**src/rtl/eca_engine.sv**
```systemverilog
// eca_engine: elementary cellular automaton engine.
//
// Holds a NUM_CELLS-bit cell row and evolves it under any of the 256
// Wolfram rules, chosen at run time. The row loads one byte at a time.
// A run lasts either a set number of generations or until stop. The row
// is read out through a registered byte window.
//
// Optional feature macro: ECA_WRAP_EN
//   defined   - toroidal row: cell 0 and cell NUM_CELLS-1 are neighbours.
//   undefined - neighbours outside the row read as 0.
//
// Ports:
//   clk, reset    clock; synchronous active-high reset
//   load_valid    shift load_data into the top of the row (IDLE only)
//   load_data     byte to load
//   rule          Wolfram rule number, latched on an accepted start
//   steps         number of generations for the run, 0 = free-run
//   start         begin a run (IDLE only)
//   stop          abort a run (RUN only); takes priority over advance
//   advance       in RUN, compute one generation this cycle
//   busy          high while in RUN (registered)
//   done          one-cycle pulse when a run ends (registered)
//   gen_count     generations computed since the last start
//   win_sel       byte window select
//   win_data      registered cells[win_sel*8 +: 8]
module eca_engine #(
  parameter  int NUM_CELLS = 64,
  parameter  int GEN_W     = 16,
  localparam int SEL_W     = $clog2(NUM_CELLS / 8)
) (
  input  logic             clk,
  input  logic             reset,
  input  logic             load_valid,
  input  logic [7:0]       load_data,
  input  logic [7:0]       rule,
  input  logic [GEN_W-1:0] steps,
  input  logic             start,
  input  logic             stop,
  input  logic             advance,
  output logic             busy,
  output logic             done,
  output logic [GEN_W-1:0] gen_count,
  input  logic [SEL_W-1:0] win_sel,
  output logic [7:0]       win_data
);

  typedef enum logic {
    S_IDLE = 1'b0,
    S_RUN  = 1'b1
  } state_t;

  state_t               state_q, state_d;
  logic [NUM_CELLS-1:0] cells_q, cells_d;
  logic [NUM_CELLS-1:0] cells_evolved;
  logic [7:0]           rule_q, rule_d;
  logic [GEN_W-1:0]     rem_q, rem_d;
  logic [GEN_W-1:0]     gen_q, gen_d;
  logic                 done_d;
  logic                 busy_q, done_q;
  logic [7:0]           win_q;

  // Row padded by one neighbour at each end: ext[i+1] is cell i, ext[0]
  // is the right neighbour of cell 0, ext[NUM_CELLS+1] the left neighbour
  // of cell NUM_CELLS-1.
  logic [NUM_CELLS+1:0] ext;

  always_comb begin
`ifdef ECA_WRAP_EN
    ext = {cells_q[0], cells_q, cells_q[NUM_CELLS-1]};
`else
    ext = {1'b0, cells_q, 1'b0};
`endif
    cells_evolved = '0;
    for (int i = 0; i < NUM_CELLS; i++) begin
      cells_evolved[i] = rule_q[ext[i+2 -: 3]];
    end
  end

  always_comb begin
    state_d = state_q;
    cells_d = cells_q;
    rule_d  = rule_q;
    rem_d   = rem_q;
    gen_d   = gen_q;
    done_d  = 1'b0;
    unique case (state_q)
      S_IDLE: begin
        if (load_valid) begin
          cells_d = {load_data, cells_q[NUM_CELLS-1:8]};
        end
        if (start) begin
          rule_d  = rule;
          rem_d   = steps;
          gen_d   = '0;
          state_d = S_RUN;
        end
      end
      S_RUN: begin
        if (stop) begin
          state_d = S_IDLE;
          done_d  = 1'b1;
        end else if (advance) begin
          cells_d = cells_evolved;
          gen_d   = gen_q + GEN_W'(1);
          if (rem_q != '0) begin
            rem_d = rem_q - GEN_W'(1);
          end
          // rem of 0 means free-run, so only a count of exactly 1 ends the run.
          if (rem_q == GEN_W'(1)) begin
            state_d = S_IDLE;
            done_d  = 1'b1;
          end
        end
      end
      default: state_d = S_IDLE;
    endcase
  end

  always_ff @(posedge clk) begin
    if (reset) begin
      state_q <= S_IDLE;
      cells_q <= '0;
      rule_q  <= '0;
      rem_q   <= '0;
      gen_q   <= '0;
      busy_q  <= 1'b0;
      done_q  <= 1'b0;
      win_q   <= '0;
    end else begin
      state_q <= state_d;
      cells_q <= cells_d;
      rule_q  <= rule_d;
      rem_q   <= rem_d;
      gen_q   <= gen_d;
      busy_q  <= (state_d == S_RUN);
      done_q  <= done_d;
      win_q   <= cells_q[{win_sel, 3'b000} +: 8];
    end
  end

  assign busy      = busy_q;
  assign done      = done_q;
  assign gen_count = gen_q;
  assign win_data  = win_q;

endmodule

```
**config.mk**
```make
export PLATFORM = sky130hd
export DESIGN_NAME = eca_engine
export DESIGN_NICKNAME = d
export VERILOG_FILES = /design/src/rtl/eca_engine.sv
export SDC_FILE = /design/constraint.sdc
export NUM_CORES = 1
export LEC_CHECK = 0
export BUFFER_PORTS_ARGS = -buffer_cell sky130_fd_sc_hd__buf_4
export CAP_MARGIN = 20
export CORE_MARGIN = 3
export CORE_UTILIZATION = 50
export CTS_CLUSTER_SIZE = 10
export DETAILED_ROUTE_END_ITERATION = 10
export PLACE_DENSITY = 0.78
export SYNTH_ARGS = -nofsm -noshare
export SYNTH_HDL_FRONTEND = slang
export SYNTH_SLANG_ARGS = --single-unit
```
**constraint.sdc**
```tcl
create_clock -name clk -period 2.6 [get_ports clk]
set_clock_uncertainty 0.1 [all_clocks]
set_input_delay 0.52 -clock clk [delete_from_list [all_inputs] [get_ports clk]]
set_output_delay 0.52 -clock clk [all_outputs]
set_load 0.005 [all_outputs]
```
Word level (Yosys, flattened, before mapping)

Index checks and enable logic that the tools add are counted.

Bits in registers: 114
Bits of input ports: 41

Bitwise operators: 1
Magnitude comparators: 64
Multiplexer cells: 149
Add/subtract/negate cells: 2
Eq/ne operators: 6
Reduce and logical (&&, ||, !) cells: 6
Shift-type cells: 1

Operators with widths:

| cell                                                       | number |
|---|---|
| less-than comparator 3 x 4 -> 1 bit, second input constant | 63 |
| 2-to-1 mux 64 bit                                          | 3 |
| binary-select mux 1 bit (select 3 bit)                     | 62 |
| one-hot mux 64 bit (2 select lines)                        | 1 |
| 2-to-1 mux 16 bit                                          | 7 |
| 2-to-1 mux 1 bit                                           | 71 |
| one-hot mux 16 bit (2 select lines)                        | 2 |
| indexed part select 64 x 7 -> 8 bit                        | 1 |
| adder 16 x 1 -> 16 bit, second input constant              | 1 |
| equality test 16 x 1 -> 1 bit, second input constant       | 1 |
| nonzero test 16 bit                                        | 1 |
| subtractor 16 x 1 -> 16 bit, second input constant         | 1 |
| inequality test 2 bit, second input constant               | 4 |
| AND reduction 3 bit                                        | 2 |
| binary-select mux 1 bit (select 2 bit)                     | 2 |
| less-than comparator 2 x 4 -> 1 bit, second input constant | 1 |
| AND reduction 4 bit                                        | 1 |
| inequality test 2 x 1 -> 1 bit, second input constant      | 1 |
| one-hot mux 1 bit (2 select lines)                         | 1 |
| AND reduction 2 bit                                        | 1 |
| OR reduction 2 bit                                         | 1 |
| inverter 1 bit                                             | 1 |

Depth between registers and ports, before layout

Gate-level depths: netlist of the first run.

Word-level depth: 5
Mapped depth: 8
Depth with buffers taken out: 6

Worst setup path before layout of the first run

OpenSTA, ideal clock, no wires.

Kind: reg-to-reg
Start point: register rem_q[0]
End point: register rem_q[10]
Library setup time: 86 ps
Slack: 316 ps
Data required time: 2414 ps
Cell stages (with the launch flop): 8
Path buffers: 1
Clock period less this slack: 2284 ps
Data arrival time: 2098 ps
Cell sequence: dfxtp_1 inv_1 ha_1 or3b_2 clkbuf_1 or4_4 a221o_1 a221oi_2

Cells in the longest elaborated chain, start to end: 5
Elaborated cells between the ends (all ways): 8

Ends and longest elaborated chain:

| what                                | line | text |
|---|---|---|
| from (decl)                         | 56   | `logic [GEN_W-1:0] rem_q, rem_d;` |
| from (signal assigned)              | 133  | `rem_q <= rem_d;` |
| subtractor 16 x 1 -> 16 bit         | 106  | `rem_d = rem_q - GEN_W'(1);` |
| 2-to-1 mux 16 bit                   | 105  | `if (rem_q != '0) begin` |
| 2-to-1 mux 16 bit                   | 102  | `end else if (advance) begin` |
| 2-to-1 mux 16 bit                   | 99   | `if (stop) begin` |
| one-hot mux 16 bit (2 select lines) | 86   | `unique case (state_q)` |

Parallel ways exist; a longest one is shown, timed or not. The select of a mux whose other input is x is not followed.
A chain may end at the register's enable or synchronous reset.

Worst setup path in the final report of the first run

Same ends and word-level chain as after synthesis.

==> flow_summary_export.csv, run 1 <==
group,metric,value,unit
route,drt_first_pass_iters,5,
yosys,ys_types,55,
placed_design,port_buffers,66,
worst_setup_path,arrival,2.64,ns
clock_tree,ctsLongestPathBuffers,2,
route,ant_nets,0,
sta,finalHoldViolCount,0,
clock_tree,cts_tree,"built",
sta,setup_tns,0,ns
final_layout,nets,929,
job,drv_cap,0,
yosys,syn_inst,932,
clock_tree,htree_num_levels,4,
sta,period_share,0.924,
yosys,yosysWarnings,0,
clock_tree,clk_pin_slew,0.06,ns
sta,max_slew_margin,0.327,
route,routed_wl,26700,microns
die,die_y,143,microns
clock_tree,cts_sinks,114,
clock_tree,cts_root_buffer,"clkbuf_16",
placed_design,dpl-instance-area,9920,sq um
route,drc,0,
global_routing,grt_util_met3,0.0652,
worst_setup_path,crit_fanout,7,
die,ios,67,
yosys,synthTopCellsByArea,"mux4_2 (34%), dfxtp_1 (24%), mux2i_1 (7.4%)",
global_routing,grt_pass1_wl,42800,microns
final_layout,fin_util,0.578,
yosys,synth-edff-count,0,
sta,slew_viol_final,0,
die,coreArea,18300,sq um
yosys,synth_commonest_cells,"clkbuf_1 (151), mux4_2 (142), dfxtp_1 (114)",
yosys,synth_area,9440,sq um
yosys,synth.avg_cell_area,10.1,sq um
power_and_ir_drop,leakage,0.00353,uW
final_layout,drive_gt1_frac,0.336,
die,start_util,0.517,
power_and_ir_drop,peakVddDrop,0.415,mV
sta,setup_ws,0.197,ns
sta,worst_slew_pin_slew,1.01,ns
sta,setup_viol,0,
global_routing,antenna_found_initial,0,
route,vias,8238,
sta,hold_ws,0.230,ns
global_routing,grt_pass1_vias,7821,
die,rows,49,
die,die_x,143,microns
yosys,ys_ff_latch,114,
placed_design,dp_hpwl,15900,microns
route,drtIter0Drc,1195,
global_routing,busiest_layer,"met2",
worst_setup_path,r2r.worst_path.cells,6,
sta,grt_setup_unrepaired,"no",
yosys,synth_top_area_share,0.339,
yosys,synth.most_common_cell,"clkbuf_1",
sta,fmax,416,MHz
final_layout,final_cell_area,10600,sq um
final_layout,diodes,0,
clock_tree,cts_hold_buf,0,
yosys,yosysSeqAreaShare,0.242,
clock_tree,numCtsBuffers,17,
yosys,synth_ff_type,"dfxtp_1",
clock_tree,cts_resized,0,
global_routing,met2_usage,0.404,
yosys,syn_nets,976,
route,avgRoutedWirePerCell,23.7,microns
worst_setup_path,critPathLaunchType,"register",
yosys,synth_largest_area_cell,"mux4_2",
sta,min_period,2.40,ns
power_and_ir_drop,pwr_density_cell,542,nW/um^2
yosys,synthArstFlopShare,0,
route,vias_per_cell,7.31,
global_routing,grt_max_degree,101,
global_routing,grt.total_usage,0.261,
worst_setup_path,worstPathRequired,2.84,ns
global_routing,gr-total-overflow,0,
worst_setup_path,critPathCaptureType,"register",
placed_design,gp_congestion,0.884,
worst_setup_path,worstSetupPathType,"register to register",
clock_tree,clk-insertion-delay-late,0.43,ns
outcome,status,"completed",
worst_hold_path,min_path_type,"input pin to register",
final_layout,syn2layout_area_growth,11.8,%
worst_hold_path,hold_depth,3,
clock_tree,cts_setup_buffers,0,
placed_design,place_ws,0.224,ns
global_routing,use_met1,0.359,
die,die_area,20600,sq um
[critical path, cell delays in order (launching register included)]
cell	delay, ns
dfxtp_1	0.35
inv_1	0.12
ha_1	0.22
or3b_2	0.55
or4_4	0.44
a221o_1	0.32
a221oi_2	0.21
[layer usage]
layer / part of all wire / up-vias / routed length (microns)
met5: 0 / - / 0
met3: 0.13 / 72 / 3450
met1: 0.38 / 3960 / 10100
li1: - / 3541 / -
met4: 0.026 / 0 / 695
met2: 0.47 / 665 / 12400
[cell usage in the layout (no fill, tap or decap), types with 6 or more instances in the layout]
cell type / synthesis / layout
a211o_1: 19 / 19
o21ai_0: 11 / 11
mux2i_1: 70 / 70
and3_1: 45 / 45
o22ai_1: 43 / 43
buf_4: 0 / 100
a21oi_1: 88 / 87
nor2_1: 50 / 50
a221oi_2: 6 / 6
nand2_1: 49 / 49
or3_1: 9 / 9
mux4_2: 142 / 142
inv_1: 14 / 13
clkbuf_16: 0 / 17
o221ai_1: 7 / 7
o32ai_1: 6 / 6
nor4_1: 6 / 6
dfxtp_2: 0 / 7
dfxtp_1: 114 / 107
nand3_1: 6 / 6
or4_1: 6 / 6
[logic make-up (layout without fill, tap and decap cells)]
group,count (synthesis),in the layout,share of synthesized area
compound gates,217,217,0.154
mux,213,213,0.414
simple gates,194,194,0.105
buf+inv,184,150,0.0742
flops,114,114,0.242
xor+xnor,7,7,0.00649
fa+ha+maj,3,3,0.00398
[metrics by stage]
step | power [uW] | cells
2_1_floorplan | 2830 | 932
3_3_place_gp | 3130 | 1094
3_5_place_dp | 3150 | 1095
4_1_cts | 5700 | 1127
5_1_grt | 5900 | 1127
6_report | 5730 | 1127
[worst paths after layout]
kind | start | to | slack (ns)
setup / recovery | rem_q[0] | rem_q[10] | 0.20
hold / removal | rule[1] | rule_q[1] | 0.23
setup reg to reg | rem_q[0] | rem_q[10] | 0.20
hold reg to reg | gen_count[15] | gen_count[15] | 0.40
[flip-flops by register name (all words and copies together), names as in the netlist]
register	cells
rem_q	16
rule_q	8
busy	1
cells_q	64
gen_count	16
win_data	8
done	1
[report_power, final]
group | internal (uW) | switching [uW]
logic | 564 | 539
clock network | 1660 | 909
registers | 1820 | 231
total | 4050 | 1680
[area by class of cell]
class | count | area [sq um]
repair buffers | 104 | 822
multi-input cells | 634 | 6470
clock inverters | 12 | 180
well taps | 229 | 287
clock buffers | 20 | 457
inverters | 14 | 52.6
flip-flops and latches | 114 | 2290
fillers | 1469 | 7710
(Power assumes the default switching activity.)
==> inputs of run 2 (changes only) <==
Settings changed: ABC_AREA set to 1, REMOVE_ABC_BUFFERS set to 1.
==> run 2 against run 1 <==
- cell count is 53% higher
- final area is 1.4% lower
- synthesized area is 0.52% higher
- via count is 36% higher
- critical path type unchanged
- largest cell class unchanged
- largest power group unchanged
==> flow_summary_export.csv, run 2 <==
group,metric,value,unit
worst_setup_path,crit_fanout,32,
clock_tree,cts_resized,0,
worst_setup_path,worstSetupPathType,"register to register",
clock_tree,cts_setup_buffers,0,
sta,slew_viol_final,0,
sta,grt_setup_unrepaired,"no",
sta,fmax,481,MHz
yosys,synth_commonest_cells,"o211ai_1 (240), nand2_1 (236), nand3_1 (216)",
yosys,synth.most_common_cell,"o211ai_1",
yosys,yosysSeqAreaShare,0.240,
worst_setup_path,r2r.worst_path.cells,8,
worst_hold_path,min_to,"busy",
final_layout,layout_common_cells,"o211ai_1 (240), nand2_1 (236), nand3_1 (216), a21oi_1 (190), o21ai_0 (131)",
clock_tree,numCtsBuffers,17,
yosys,synth.avg_cell_area,6.22,sq um
power_and_ir_drop,pwr_density_cell,634,nW/um^2
global_routing,grt_pass1_wl,50000,microns
worst_hold_path,hold_depth,4,
power_and_ir_drop,leakage,0.00394,uW
die,ios,67,
worst_setup_path,critPathCaptureType,"register",
yosys,synthArstFlopShare,0,
sta,setup_viol,0,
clock_tree,cts_sinks,114,
final_layout,top_register,"cells_q",
worst_setup_path,worstPathRequired,2.81,ns
die,die_y,144,microns
final_layout,fillers,1717,
global_routing,grt.total_usage,0.293,
worst_setup_path,rr_startpoint,"busy",
sta,setup_tns,0,ns
worst_setup_path,critPathLaunchType,"register",
global_routing,grt_max_degree,79,
clock_tree,cts_hold_buf,0,
yosys,syn_inst,1526,
final_layout,syn2layout_area_growth,9.74,%
global_routing,gr-total-overflow,0,
die,coreArea,18300,sq um
global_routing,grt_pass1_vias,10100,
final_layout,final_cell_area,10400,sq um
sta,worst_slew_pin_slew,0.967,ns
yosys,synth_top_area_share,0.240,
yosys,synth_ff_type,"dfxtp_1",
worst_setup_path,arrival,2.29,ns
yosys,synth-edff-count,0,
clock_tree,clk_pin_slew,0.06,ns
die,rows,49,
route,drtIter0Drc,1360,
yosys,synth_largest_area_cell,"dfxtp_1",
clock_tree,ctsLongestPathBuffers,2,
route,drt_first_pass_iters,6,
job,drv_cap,0,
placed_design,dp_hpwl,19000,microns
final_layout,nets,1521,
power_and_ir_drop,peakVddDrop,0.452,mV
route,vias_per_cell,6.50,
global_routing,antenna_found_initial,0,
final_layout,fin_util,0.568,
die,start_util,0.518,
final_layout,diodes,0,
yosys,ys_ff_latch,114,
yosys,yosysWarnings,0,
sta,period_share,0.799,
placed_design,port_buffers,66,
yosys,synthTopCellsByArea,"dfxtp_1 (24%), o211ai_1 (19%), nand3_1 (11%)",
placed_design,gp_congestion,0.914,
clock_tree,htree_num_levels,4,
route,ant_nets,0,
route,drc,0,
route,avgRoutedWirePerCell,17.9,microns
sta,min_period,2.08,ns
worst_setup_path,cp-startpoint,"busy",
die,die_x,144,microns
worst_setup_path,r2r_setup_slack,0.52,ns
route,routed_wl,30800,microns
placed_design,dpl-instance-area,9780,sq um
worst_hold_path,min_path_type,"input pin to register",
yosys,synth_area,9490,sq um
sta,finalHoldViolCount,0,
final_layout,drive_gt1_frac,0.0987,
die,die_area,20700,sq um
worst_hold_path,worstHoldStart,"stop",
yosys,ys_types,35,
clock_tree,clk-insertion-delay-late,0.43,ns
clock_tree,cts_root_buffer,"clkbuf_16",
final_layout,largest_reg_flops,64,
sta,max_slew_margin,0.355,
worst_setup_path,critical_path.reg2reg.endpoint,"rem_q[7]",
final_layout,final_common_cell,"o211ai_1",
outcome,status,"completed",
route,vias,11200,
clock_tree,cts_tree,"built",
==> run 2: changes by cell type after synthesis, sizes merged, moves of 103 or more <==
cell,before,now
o211ai,5,240
nand3,6,218
nand2,49,242
mux4,142,0
o21ai,11,140
inv,14,129
a21oi,88,191
==> run 2: cell type report <==
type                    instances  area, sq um  share of cell area
clock buffers                  20          447              0.0429
clock inverters                12          188              0.0180
inverters                     130          490              0.0471
multi-input cells            1128         6020               0.578
flip-flops and latches        114         2290               0.220
well taps                     229          287              0.0275
repair buffers                 86          696              0.0668
==> run 2: how the worst max path moves through the flow <==
| stage | end | slack (ns) | cells after the start |
|---|---|---|---|
| after detailed placement | rem_q[4] | 0.57 | 8 |
| final | rem_q[7] | 0.52 | 8 |
| after floorplan | cells_q[0] | -1.52 | 6 |
| after CTS | rem_q[11] | 0.53 | 10 |
| after global placement | cells_q[10] | 0.48 | 6 |
| after global routing | rem_q[11] | 0.32 | 10 |
==> run 2: report_power, final <==
group / total (uW) / switching [uW] / internal [uW]
Sequential: 2220 / 321 / 1900
Clock: 2590 / 879 / 1710
Combinational: 1790 / 1150 / 639
Total: 6600 / 2350 / 4250
==> run 2: through the flow <==
stage	std cells	total power, uW	hold slack [ns]	worst slack [ns]
global route	1719	6920	0.287	0.316
finish	1719	6600	0.256	0.523
global placement	1686	3940	0.350	0.485
detailed placement	1687	3980	0.358	0.572
floorplan	1372	3400	0.353	-1.52
CTS	1719	6560	0.250	0.534
==> run 2: critical path, stage by stage (launching register included) <==
cell	delay, ns
dfxtp_4	0.37
buf_4	0.32
nand3_1	0.12
nor2_1	0.20
nand3_2	0.12
nand2_2	0.32
inv_2	0.20
o21ai_1	0.15
nor2_1	0.06
==> run 2: kinds of logic after synthesis <==
group                      after synthesis  share of synthesized area
AOI/OAI and AO/OA                      582                      0.373
and+or+nand+nor                        543                      0.257
buffers and inverters                  284                      0.126
DFF                                    114                      0.240
adders and majority gates                3                    0.00396
==> run 2: per-layer routing <==
metal / global-route usage / vias to the layer above / wire length (microns)
li1: - / 5355 / -
met1: 0.391 / 5091 / 12600
met2: 0.459 / 621 / 14100
met3: 0.0552 / 102 / 3030
met4: 0.137 / 0 / 1110
met5: 0 / - / 0
